`config.mk`:
```
export PLATFORM = sky130hd
export DESIGN_NAME = ula_div_seq
export DESIGN_NICKNAME = d
export VERILOG_FILES = /design/src/rtl/ula_div_pkg.sv /design/src/rtl/full_adder_32bit_sub.sv /design/src/rtl/ula_div_seq.sv
export SDC_FILE = /design/constraint.sdc
export NUM_CORES = 1
export LEC_CHECK = 0
export BUFFER_PORTS_ARGS = -buffer_cell sky130_fd_sc_hd__buf_2
export CAP_MARGIN = 30
export CORE_MARGIN = 2
export CORE_UTILIZATION = 53
export CTS_BUF_LIST = sky130_fd_sc_hd__clkbuf_4
export DETAILED_ROUTE_END_ITERATION = 10
export HOLD_SLACK_MARGIN = 0.1
export PLACE_DENSITY = 0.82
export SLEW_MARGIN = 20
export SYNTH_ARGS = -nofsm -noshare
export SYNTH_HDL_FRONTEND = slang
export SYNTH_HIERARCHICAL = 1
export SYNTH_SLANG_ARGS = --single-unit
```
`constraint.sdc`:
```
create_clock -name clk -period 13.7 [get_ports clk]
set_input_delay 1.37 -clock clk [delete_from_list [all_inputs] [get_ports clk]]
set_output_delay 1.37 -clock clk [all_outputs]
set_load 0.02 [all_outputs]
```
`src/rtl/ula_div_pkg.sv`:
```
// rtl/ula_div_pkg.sv - shared types and constants for the sequential ULA divider
package ula_div_pkg;

    localparam int DIV_W = 32;
    localparam int CNT_W = 5;

    localparam logic [DIV_W-1:0] DZ_QUOT = 32'hFFFF_FFFF;

    typedef enum logic [1:0] {
        IDLE = 2'b00,
        CALC = 2'b01,
        DONE = 2'b10
    } div_state_e;

endpackage

```
`src/rtl/full_adder_32bit_sub.sv`:
```
// rtl/full_adder_32bit_sub.sv - 32-bit ripple subtractor, s = a - b, s[32]=1 means no borrow
module full_adder_32bit_sub
    import ula_div_pkg::*;
(
    input  logic [DIV_W-1:0] a,
    input  logic [DIV_W-1:0] b,
    output logic [DIV_W:0]   s
);

    logic [DIV_W-1:0] nb;
    logic [DIV_W:0]   c;

    // a + ~b + 1: the final carry-out is the inverted borrow
    assign nb   = ~b;
    assign c[0] = 1'b1;

    for (genvar i = 0; i < DIV_W; i++) begin : g_bit
        assign s[i]   = a[i] ^ nb[i] ^ c[i];
        assign c[i+1] = (a[i] & nb[i]) | (a[i] & c[i]) | (nb[i] & c[i]);
    end

    assign s[DIV_W] = c[DIV_W];

endmodule

```
`src/rtl/ula_div_seq.sv`:
```
// rtl/ula_div_seq.sv - 32-cycle unsigned restoring divider with start/result handshakes
module ula_div_seq
    import ula_div_pkg::*;
#(
    parameter int WIDTH = 32
) (
    input  logic             clk,
    input  logic             rst_n,
    input  logic             start_valid,
    output logic             start_ready,
    input  logic [WIDTH-1:0] dividend,
    input  logic [WIDTH-1:0] divisor,
    input  logic             flush,
    output logic             result_valid,
    input  logic             result_ready,
    output logic [WIDTH-1:0] quotient,
    output logic [WIDTH-1:0] remainder,
    output logic             div_by_zero,
    output logic             busy
);

    div_state_e       state, state_nxt;
    logic [CNT_W-1:0] cnt;
    logic [DIV_W-1:0] r, q, d;
    logic [DIV_W-1:0] t, r_nxt, q_nxt;
    logic [DIV_W:0]   s;
    logic             take;
    logic             last_iter;
    logic             start_hs;

    assign start_ready  = (state == IDLE);
    assign result_valid = (state == DONE);
    assign busy         = (state != IDLE);
    assign start_hs     = start_valid & start_ready;
    assign last_iter    = &cnt;

    // Shift in the next dividend bit; a set R msb means the 33-bit value already exceeds D
    assign t = {r[DIV_W-2:0], q[DIV_W-1]};

    full_adder_32bit_sub u_sub (
        .a (t),
        .b (d),
        .s (s)
    );

    assign take  = r[DIV_W-1] | s[DIV_W];
    assign r_nxt = take ? s[DIV_W-1:0] : t;
    assign q_nxt = {q[DIV_W-2:0], take};

    always_comb begin
        state_nxt = state;
        if (flush) begin
            state_nxt = IDLE;
        end else begin
            case (state)
                IDLE:    if (start_hs) state_nxt = (divisor == '0) ? DONE : CALC;
                CALC:    if (last_iter) state_nxt = DONE;
                DONE:    if (result_ready) state_nxt = IDLE;
                default: state_nxt = IDLE;
            endcase
        end
    end

    always_ff @(posedge clk or negedge rst_n) begin
        if (!rst_n) begin
            state       <= IDLE;
            cnt         <= '0;
            r           <= '0;
            q           <= '0;
            d           <= '0;
            quotient    <= '0;
            remainder   <= '0;
            div_by_zero <= 1'b0;
        end else begin
            state <= state_nxt;
            if (flush) begin
                div_by_zero <= 1'b0;
            end else if (state == IDLE && start_hs) begin
                if (divisor == '0) begin
                    quotient    <= DZ_QUOT;
                    remainder   <= dividend;
                    div_by_zero <= 1'b1;
                end else begin
                    d   <= divisor;
                    q   <= dividend;
                    r   <= '0;
                    cnt <= '0;
                end
            end else if (state == CALC) begin
                r   <= r_nxt;
                q   <= q_nxt;
                cnt <= cnt + 1'b1;
                if (last_iter) begin
                    quotient    <= q_nxt;
                    remainder   <= r_nxt;
                    div_by_zero <= 1'b0;
                end
            end
        end
    end

endmodule

```
Word level (Yosys, flattened, before mapping)
Index checks and enable logic that the tools add are counted.
- register bits: 168
- input port bits: 69
- output and inout port bits: 68
- logic and storage cells: 287
- $add $sub $neg: 1
- equality and inequality tests: 8
- muxes and demuxes: 29
- bitwise operators: 227
- reductions and logical operators: 14
- operators by type and width (cell ; number):
    $mux 32 ; 15
    $and 1x1->1 ; 95
    $or 1x1->1 ; 65
    $xor 1x1->1 ; 63
    $logic_not 32->1 ; 1
    $not 32->32 ; 1
    $mux 5 ; 3
    $reduce_and 3->1 ; 4
    $mux 2 ; 5
    $ne 3x2->1 const B ; 2
    $pmux 2 s3 ; 1
    $reduce_bool 2->1 ; 3
    $reduce_bool 3->1 ; 2
    $add 5x1->5 const B ; 1
    $mux 1 ; 5
    $reduce_and 5->1 ; 1
    $reduce_and 4->1 ; 1
    $ne 3x1->1 const B ; 1
    $ne 3x3->1 const B ; 1
    $not 1->1 ; 3
    $eq 2x1->1 const B ; 1
    $eq 2x2->1 const B ; 1
    $logic_not 2->1 ; 1
    $ne 2x1->1 const B ; 1
    2 further kinds ; 2

Logic depth before layout (Yosys ltp)
Gate-level depths: netlist (run 1).
- word-level depth: 102
- mapped depth: 39
- gate-level depth less buffers: 38

Cells and area by module
Netlist (run 1), hierarchy kept.
- modules (own cells, without submodules) (module ; times used ; cells each ; area each (sq um) ; seq. area each (sq um)):
    ula_div_seq ; 1 ; 658 ; 7216.9 ; 4204.0
    full_adder_32bit_sub ; 1 ; 96 ; 873.3 ; 0.0

Worst setup path before layout (run 1)
OpenSTA, ideal clock, no wires.
- path type: reg2reg
- start: reg q[31]
- end: reg remainder[10]
- data arrival time: 13.014 ns
- data required time: 13.574 ns
- setup slack: 0.560 ns
- stages on the path, launching flop included: 40
- buffers on the path: 1
- cells stage by stage: dfrtp_1 -> inv_1 -> ha_1 -> fa_1 -> fa_1 -> fa_1 -> fa_1 -> fa_1 -> fa_1 -> fa_1 -> fa_1 -> fa_1 -> fa_1 -> fa_1 -> fa_1 -> fa_1 -> fa_1 -> fa_1 -> [4 not listed] -> fa_1 -> fa_1 -> fa_1 -> fa_1 -> fa_1 -> fa_1 -> fa_1 -> fa_1 -> fa_1 -> fa_1 -> fa_1 -> inv_1 -> fa_1 -> nor2_1 -> buf_2 -> mux2i_1 -> nor2_1 -> a221o_1
- longest elaborated chain between the ends: 101
- elaborated cells between the ends (all ways): 133
- those cells by class: mux: 4; bitwise: 129
- ends and longest elaborated chain (what ; RTL line ; text):
    from (decl) ; ula_div_seq.sv:24 ; logic [DIV_W-1:0] r, q, d;
    from (signal assigned) ; ula_div_seq.sv:85 ; q <= dividend;
    from (signal assigned) ; ula_div_seq.sv:91 ; q <= q_nxt;
    $and 1x1->1 ; full_adder_32bit_sub.sv:19 ; assign c[i+1] = (a[i] & nb[i]) | (a[i] & c[i]) | (nb[i] & c[i]);
    $or 1x1->1 * (2 in series) ; full_adder_32bit_sub.sv:19 ;
    $and 1x1->1 ; full_adder_32bit_sub.sv:19 ;
    $or 1x1->1 ; full_adder_32bit_sub.sv:19 ;
    $or 1x1->1 * ; full_adder_32bit_sub.sv:19 ;
    $and 1x1->1 ; full_adder_32bit_sub.sv:19 ;
    $or 1x1->1 ; full_adder_32bit_sub.sv:19 ;
    $or 1x1->1 * ; full_adder_32bit_sub.sv:19 ;
    [85 not listed] ; -- ;
    $or 1x1->1 ; full_adder_32bit_sub.sv:19 ;
    $or 1x1->1 * ; full_adder_32bit_sub.sv:19 ;
    net s[32] ; ula_div_seq.sv:26 ; logic [DIV_W:0] s;
    $or 1x1->1 * ; ula_div_seq.sv:46 ; assign take = r[DIV_W-1] | s[DIV_W];
    $mux 32 * ; ula_div_seq.sv:47 ; assign r_nxt = take ? s[DIV_W-1:0] : t;
    $mux 32 * ; ula_div_seq.sv:93 ; if (last_iter) begin
    $mux 32 * ; ula_div_seq.sv:89 ; end else if (state == CALC) begin
    $mux 32 * ; ula_div_seq.sv:78 ; end else if (state == IDLE && start_hs) begin
    to (signal assigned) ; ula_div_seq.sv:81 ; remainder <= dividend;
    to (signal assigned) ; ula_div_seq.sv:95 ; remainder <= r_nxt;
    to (decl) ; ula_div_seq.sv:17 ; output logic [WIDTH-1:0] remainder,
Mark *: on every way through the listed nets, which the timed path passes. The rest lies on a longest branch. The select of a mux whose other input is x is not followed.
A chain may end at the register's enable or synchronous reset.

Worst setup path in the final report (run 1)
- start: reg q[31]
- end: reg remainder[9]
Same word-level chain as after synthesis.

==> impl_results.md, run 1 <==
- DP Wirelength: 13.7 mm
- Final period util: 97.5%
- Area occupied by registers: between 4000 and 5000 um2
- Die Height: 128 um
- #FFs+latches synth: 168
- Reg-to-Reg End: remainder[9]$_DFFE_PN0P_
- Area occupied by multi-input gates: 3460 um2
- Yosys top cell by area: dfrtp_1
- Place WS: -0.114 ns
- Final setup violation count: 0
- Clk buf depth: 2
- Hold Slack: around 0.50 ns
- WHS Endpoint: quotient[31]$_DFFE_PN0P_
- Syn_nets: ~860
- Ys flop type: dfrtp_1
- Clock sink count: 168
- Global placement routability congestion: 0.904
- Reg2reg setup slack: 0.34 ns
- CP Max Fanout: 9
- Min-delay src: quotient[31]$_DFFE_PN0P_
- Pin count of the biggest net entering global routing: 94
- Reg-to-Reg Start: q[31]$_DFFE_PN0P_
- Max Cap Violations: 0
- Pleak: between 4 and 5 nW
- Worst Path Arrival: roughly 14 ns
- YS warnings: 6
- Die X: roughly 130 um
- Worst-margin pin slew: 0.843 ns
- Core area: 15,000 um2
- FP Rows: 45
- Slew Viols, Final: 0
- Worst Setup Start Kind: flip-flop
- Async SR Flop Fraction: 100%
- Status: complete, no violations
- Most frequent CP cell: fa_1
- First-pass GRT wire length: 31.7 mm
- Synthesis-to-finish area growth: 15.5%
- Critical path's top delay family: adder cells
- F_max: 74.8 MHz
- Final wirelength: 19.8 mm
- Global route overflow: 0
- Synth cell types: 38
- Hold Vio Cnt, Final: 0
- CP max-delay cell: fa_1
- Depth of the worst register-to-register path: 39
- Yosys top cell area share: about 52%
- Seq/Total Area, Yosys: 52.0%
- CTS H-tree lvls: 4
- Cell Pwr Density: between 100 and 150 nW/um2
- Layout cells sized above 1: approximately a quarter
- Initial DRC count: around 550
- Cts bufs inserted: 17
- Crit path buf inv count: 3
- CTS clk-pin slew, worst paths: 0.14 ns
- Most instantiated cells after synthesis: dfrtp_1, nand2_1, o21ai_0, inv_1, nand3_1
- Post-route DRC: 0
- Vias per cell: 5.76
- Filler Cell Count: approximately 1,200
- Detailed-route via count: between 6,000 and 7,000
- 1st-pass router iterations: 5
- DR WL/cell: 18.4 um
- Worst relative slew slack: 43.7%
- CTS tree: done
- Layout Nets: 977
- Boundary Pins: 137
- Avg Inst Size Synth: 10.7 um2
- Hold path depth: 1
- Clock skew: 0.0234 ns
- Initial antenna violation count: 1
- Skew-Pair Late Insertion Delay: 0.59 ns
- Vias in the first global route: 5,875
- All-Layer GR Usage: 25.2%
- Die area: 16,300 um2
- Minimum clock period: 13.36 ns
- Crit. End Element: flip-flop
- Max stage delay on crit path: around 0.41 ns
- Post-synthesis cell count: 754
- VDD IR max: 0.0646 mV
- Hold Path Class: reg2reg
- Initial Util: 53.8%
- Unrepaired setup endpoints after global routing: no
- Critical path class: reg2reg
- Final WS setup: 0.340 ns
- Ranking of synthesized cells by area: dfrtp_1, fa_1, mux2i_1
- CTS root buf: clkbuf_4
- Cell with the most instances after synthesis: dfrtp_1
- Synthesized area: between 8000 and 9000 um2
- # port buffers: 136
- Critical path required time: 14.16 ns
- Post-synth EDFFs: 0
- Post-route ant nets: 0
==> stage by stage <==
step	utilization (%)	std cells	instance area (um2)	power, W	setup TNS (ns)
finish	62.2	1076	9350	0.00139	0
detailed placement	59.7	1041	8970	0.00107	-1.93
global placement	59.2	1038	8900	0.00104	0
floorplan	-	754	8090	0.000927	0
global route	62.2	1076	9350	0.00149	0
CTS	61.8	1074	9290	0.00138	0
==> power breakdown <==
part / leakage, nW / internal [W] / switching (W)
Combinational: 2.44 / 0.000202 / 0.000252
Sequential: 2.24 / 0.000572 / 0.0000748
Clock: 0.151 / 0.000111 / 0.000183
==> metal layers <==
layer | global-route usage [%] | share of wire, %
met1 | 37.4 | 44
met2 | 37.3 | 47
met3 | 4.31 | 5.9
met4 | 9.70 | 2.5
met5 | 0 | 0
==> cells in the final DEF, fill, tap and decap left out, drive strengths merged <==
cell,instances
dfrtp,168
buf,153
nand2,107
inv,70
o21ai,67
nand3,63
mux2i,62
nor2,38
a221o,32
o22a,31
fa,31
clkbuf,17
nor4,8
clkinv,6
a21oi,3
ha,3
nand2b,3
and4,2
o22ai,2
a21o,2
bufinv,2
clkinvlp,2
a31oi,2
diode,1
and3,1
nor2b,1
and3b,1
and2,1
or3b,1
a211o,1
a211oi,1
nor3b,1
nand4,1
xor2,1
mux2,1
o32a,1
or2,1
==> final cells by class <==
type | instances | share of cell area, %
repair buffers | 153 | 9.75
multi-input cells | 469 | 37.0
flip-flops and latches | 168 | 45.0
diodes | 1 | 0.0268
well taps | 188 | 2.52
clock inverters | 15 | 1.75
inverters | 65 | 2.61
clock buffers | 17 | 1.37
==> sequential cells by signal, summed over array words and instances (netlist names) <==
register / cells
cnt: 5
d: 32
div_by_zero: 1
q: 32
quotient: 32
r: 32
remainder: 32
state: 2
==> how the worst max path moves through the flow <==
stage                                end  slack [ns]         startpoint  cells after the start
2_1_floorplan  remainder[10]$_DFFE_PN0P_        0.56  q[31]$_DFFE_PN0P_                     39
3_3_place_gp    remainder[1]$_DFFE_PN0P_        0.20  q[31]$_DFFE_PN0P_                     39
3_5_place_dp   remainder[13]$_DFFE_PN0P_       -0.11  q[31]$_DFFE_PN0P_                     39
4_1_cts        remainder[16]$_DFFE_PN0P_        0.03   d[0]$_DFFE_PN0P_                     38
5_1_grt        remainder[27]$_DFFE_PN0P_        0.03  q[31]$_DFFE_PN0P_                     39
6_report        remainder[9]$_DFFE_PN0P_        0.34  q[31]$_DFFE_PN0P_                     39
==> kinds of logic (layout without fill, tap and decap cells) <==
group | count (synthesis) | count (layout) | synth area share [%]
AO/OA/AOI/OAI | 142 | 142 | 12.7
XOR/XNOR | 1 | 1 | 0.108
adder cells (fa/ha/maj) | 34 | 34 | 8.13
buffers and inverters | 117 | 250 | 6.29
flip-flops | 168 | 168 | 52.0
multiplexers | 63 | 63 | 7.81
other | 0 | 1 | 0
AND/OR/NAND/NOR | 229 | 229 | 13.0
==> timing repair <==
item | 4_1_cts | 5_1_grt
hold buffers | 0 | 0
buffers inserted | 1 | 0
resized for setup | 8 | 10
endpoints found under the setup margin | 58 | 65
Power figures use the tool's default switching activity.
==> run 2, diff against run 1 <==
Settings changed: PLACE_DENSITY 0.82 to 0.81.
==> impl_results.md, run 2 (synthesis gave the netlist of run 1 again) <==
- Status: complete, no violations
- Worst Path Arrival: 13.89 ns (+0.07 ns)
- Most common cell after layout, fill and taps aside: dfrtp_1
- CTS H-tree lvls: 4 (unchanged)
- Global route overflow: 0 (unchanged)
- Hold Vio Cnt, Final: 0 (unchanged)
- Hold-fix buffers, CTS: 0 (unchanged)
- Die area: 16,300 um2 (unchanged)
- Cts bufs inserted: 17 (unchanged)
- First-pass GRT wire length: 33.2 mm (+4.5%)
- Skew-Pair Late Insertion Delay: 0.58 ns (about the same)
- CTS tree: done
- Pin count of the biggest net entering global routing: 96 (+2.1%)
- Worst Setup Start Kind: flip-flop
- Boundary Pins: 137 (unchanged)
- Reg2reg setup slack: 0.28 ns (-0.06 ns)
- DP Area: 8900 um2 (-0.73%)
- Vias in the first global route: 6,046 (+2.9%)
- Clock skew: 0.0190 ns (-0.00437 ns)
- Final instance area: 9350 um2 (about the same)
- Cell Pwr Density: 152 nW/um2 (+2.2%)
- Final wirelength: 20.9 mm (+5.9%)
- Hold Slack: 0.497 ns (+0.000116 ns)
- Global placement routability congestion: 0.873 (-3.5%)
- Initial DRC count: 686 (+25%)
- All-Layer GR Usage: 26.2% (+1.1 points)
- Layout Nets: 976 (-0.10%)
- Die Height: 128 um (unchanged)
- 1st-pass router iterations: 5 (unchanged)
- Worst-margin pin slew: 0.796 ns (-0.0477 ns)
- CP Max Fanout: 11 (+2)
- Detailed-route via count: 6,376 (+2.9%)
- DR WL/cell: 19.5 um (+6.0%)
- Clock sink count: 168 (unchanged)
- Max stage delay on crit path: 0.43 ns (+0.02 ns)
- Slew Viols, Final: 0 (unchanged)
- Hold Path Class: reg2reg
- Vias per cell: 5.93 (+3.0%)
- Final setup violation count: 0 (unchanged)
- VDD IR max: 0.0633 mV (-1.9%)
- Crit path buf inv count: 3 (unchanged)
- Clk buf depth: 2 (unchanged)
- # port buffers: 136 (unchanged)
- Critical path required time: 14.18 ns (+0.02 ns)
- Critical path class: reg2reg
- CTS clk-pin slew, worst paths: 0.14 ns (about the same)
- Minimum clock period: 13.42 ns (+0.0559 ns)
- Most frequent cells in the layout: dfrtp_1, buf_2, nand2_1, o21ai_0, inv_1
- CP max-delay cell: fa_2
- Synthesis-to-finish area growth: 15.6% (about the same)
- F_max: 74.5 MHz (-0.42%)
- Initial Util: 53.8% (unchanged)
- Crit. End Element: flip-flop
- CTS root buf: clkbuf_4
- Initial antenna violation count: 1 (unchanged)
- FP Rows: 45 (unchanged)
- Post-route DRC: 0 (unchanged)
- Post-route ant nets: 0 (unchanged)
- DP Wirelength: 13.8 mm (+0.67%)
- Unrepaired setup endpoints after global routing: no
- Max Cap Violations: 0 (unchanged)
- Final period util: 97.9% (+0.41 points)
- Most frequent CP cell: fa_1
- Die X: 128 um (unchanged)
- Pleak: 4.82 nW (-0.29%)
- Core area: 15,000 um2 (unchanged)
- Worst relative slew slack: 47.0% (+3.3 points)
- Layout cells sized above 1: 25.6% (+0.71 points)
- Critical path's top delay family: adder cells
-- run 2: cell count changes in the layout (fill, tap and decap cells not counted), sizes merged --
cell / change
clkinvlp: +1
inv: -4
clkbuf: +2
bufbuf: +1
bufinv: +1
buf: -2
-- run 2: per-layer routing --
| metal | up-vias | routed length, um | track usage [%] | share of wire (%) |
|---|---|---|---|---|
| met4 | 0 | 620 | 11.8 | 3.0 |
| li1 | 2826 | - | - | - |
| met5 | - | 0 | 0 | 0 |
| met2 | 284 | 9790 | 39.2 | 47 |
| met1 | 3219 | 9100 | 38.0 | 44 |
| met3 | 47 | 1400 | 4.61 | 6.7 |
-- run 2: final cells by class --
class,instances,area [um2]
sequential,168,4200
timing repair buffer,152,882
clock inverter,13,154
antenna,1,2.50
multi-input combinational,469,3480
inverter,65,244
fill,1178,5680
clock buffer,19,143
tap,188,235
-- run 2: worst register-to-register path: cells and delay by family, from the launching register on --
| family | cells | cell delay, ns |
|---|---|---|
| compound gates | 1 | 0.30 |
| buf+inv | 3 | 0.44 |
| fa+ha+maj | 32 | 11.82 |
| mux | 1 | 0.20 |
| simple gates | 2 | 0.14 |
| flops | 1 | 0.40 |
-- run 2: power breakdown --
part / leakage (nW) / total (W) / switching [W] / internal (W)
sequential: 2.24 / 0.000648 / 0.0000759 / 0.000572
clock: 0.156 / 0.000301 / 0.000172 / 0.000129
combinational: 2.42 / 0.000476 / 0.000264 / 0.000212
-- run 2: final timing paths --
| kind | start | to | depth (start not counted) |
|---|---|---|---|
| max | q[31]$_DFFE_PN0P_ | remainder[5]$_DFFE_PN0P_ | 39 |
| min | quotient[17]$_DFFE_PN0P_ | quotient[17]$_DFFE_PN0P_ | 1 |
| max reg2reg | q[31]$_DFFE_PN0P_ | remainder[5]$_DFFE_PN0P_ | 39 |
| min reg2reg | quotient[17]$_DFFE_PN0P_ | quotient[17]$_DFFE_PN0P_ | 1 |
| max in group asynchronous | rst_n | r[21]$_DFFE_PN0P_ | 3 |
| min in group asynchronous | rst_n | d[7]$_DFFE_PN0P_ | 1 |
-- run 2: per-stage QoR --
step                TNS (ns)  total power, W  setup slack [ns]  util (%)  instances
floorplan                  0        0.000927             0.560         -        754
detailed placement     -1.90         0.00106            -0.148      59.2       1037
global placement           0         0.00102             0.122      58.8       1034
finish                     0         0.00143             0.284      62.2       1075
global route               0         0.00151           0.00795      62.2       1075
CTS                        0         0.00140            0.0251      61.8       1072
-- run 2: timing repair --
item,CTS,global route
setup buffers,2,1
setup endpoints to repair,26,65
resized for setup,10,13
cloned,1,0
pin swaps,2,3
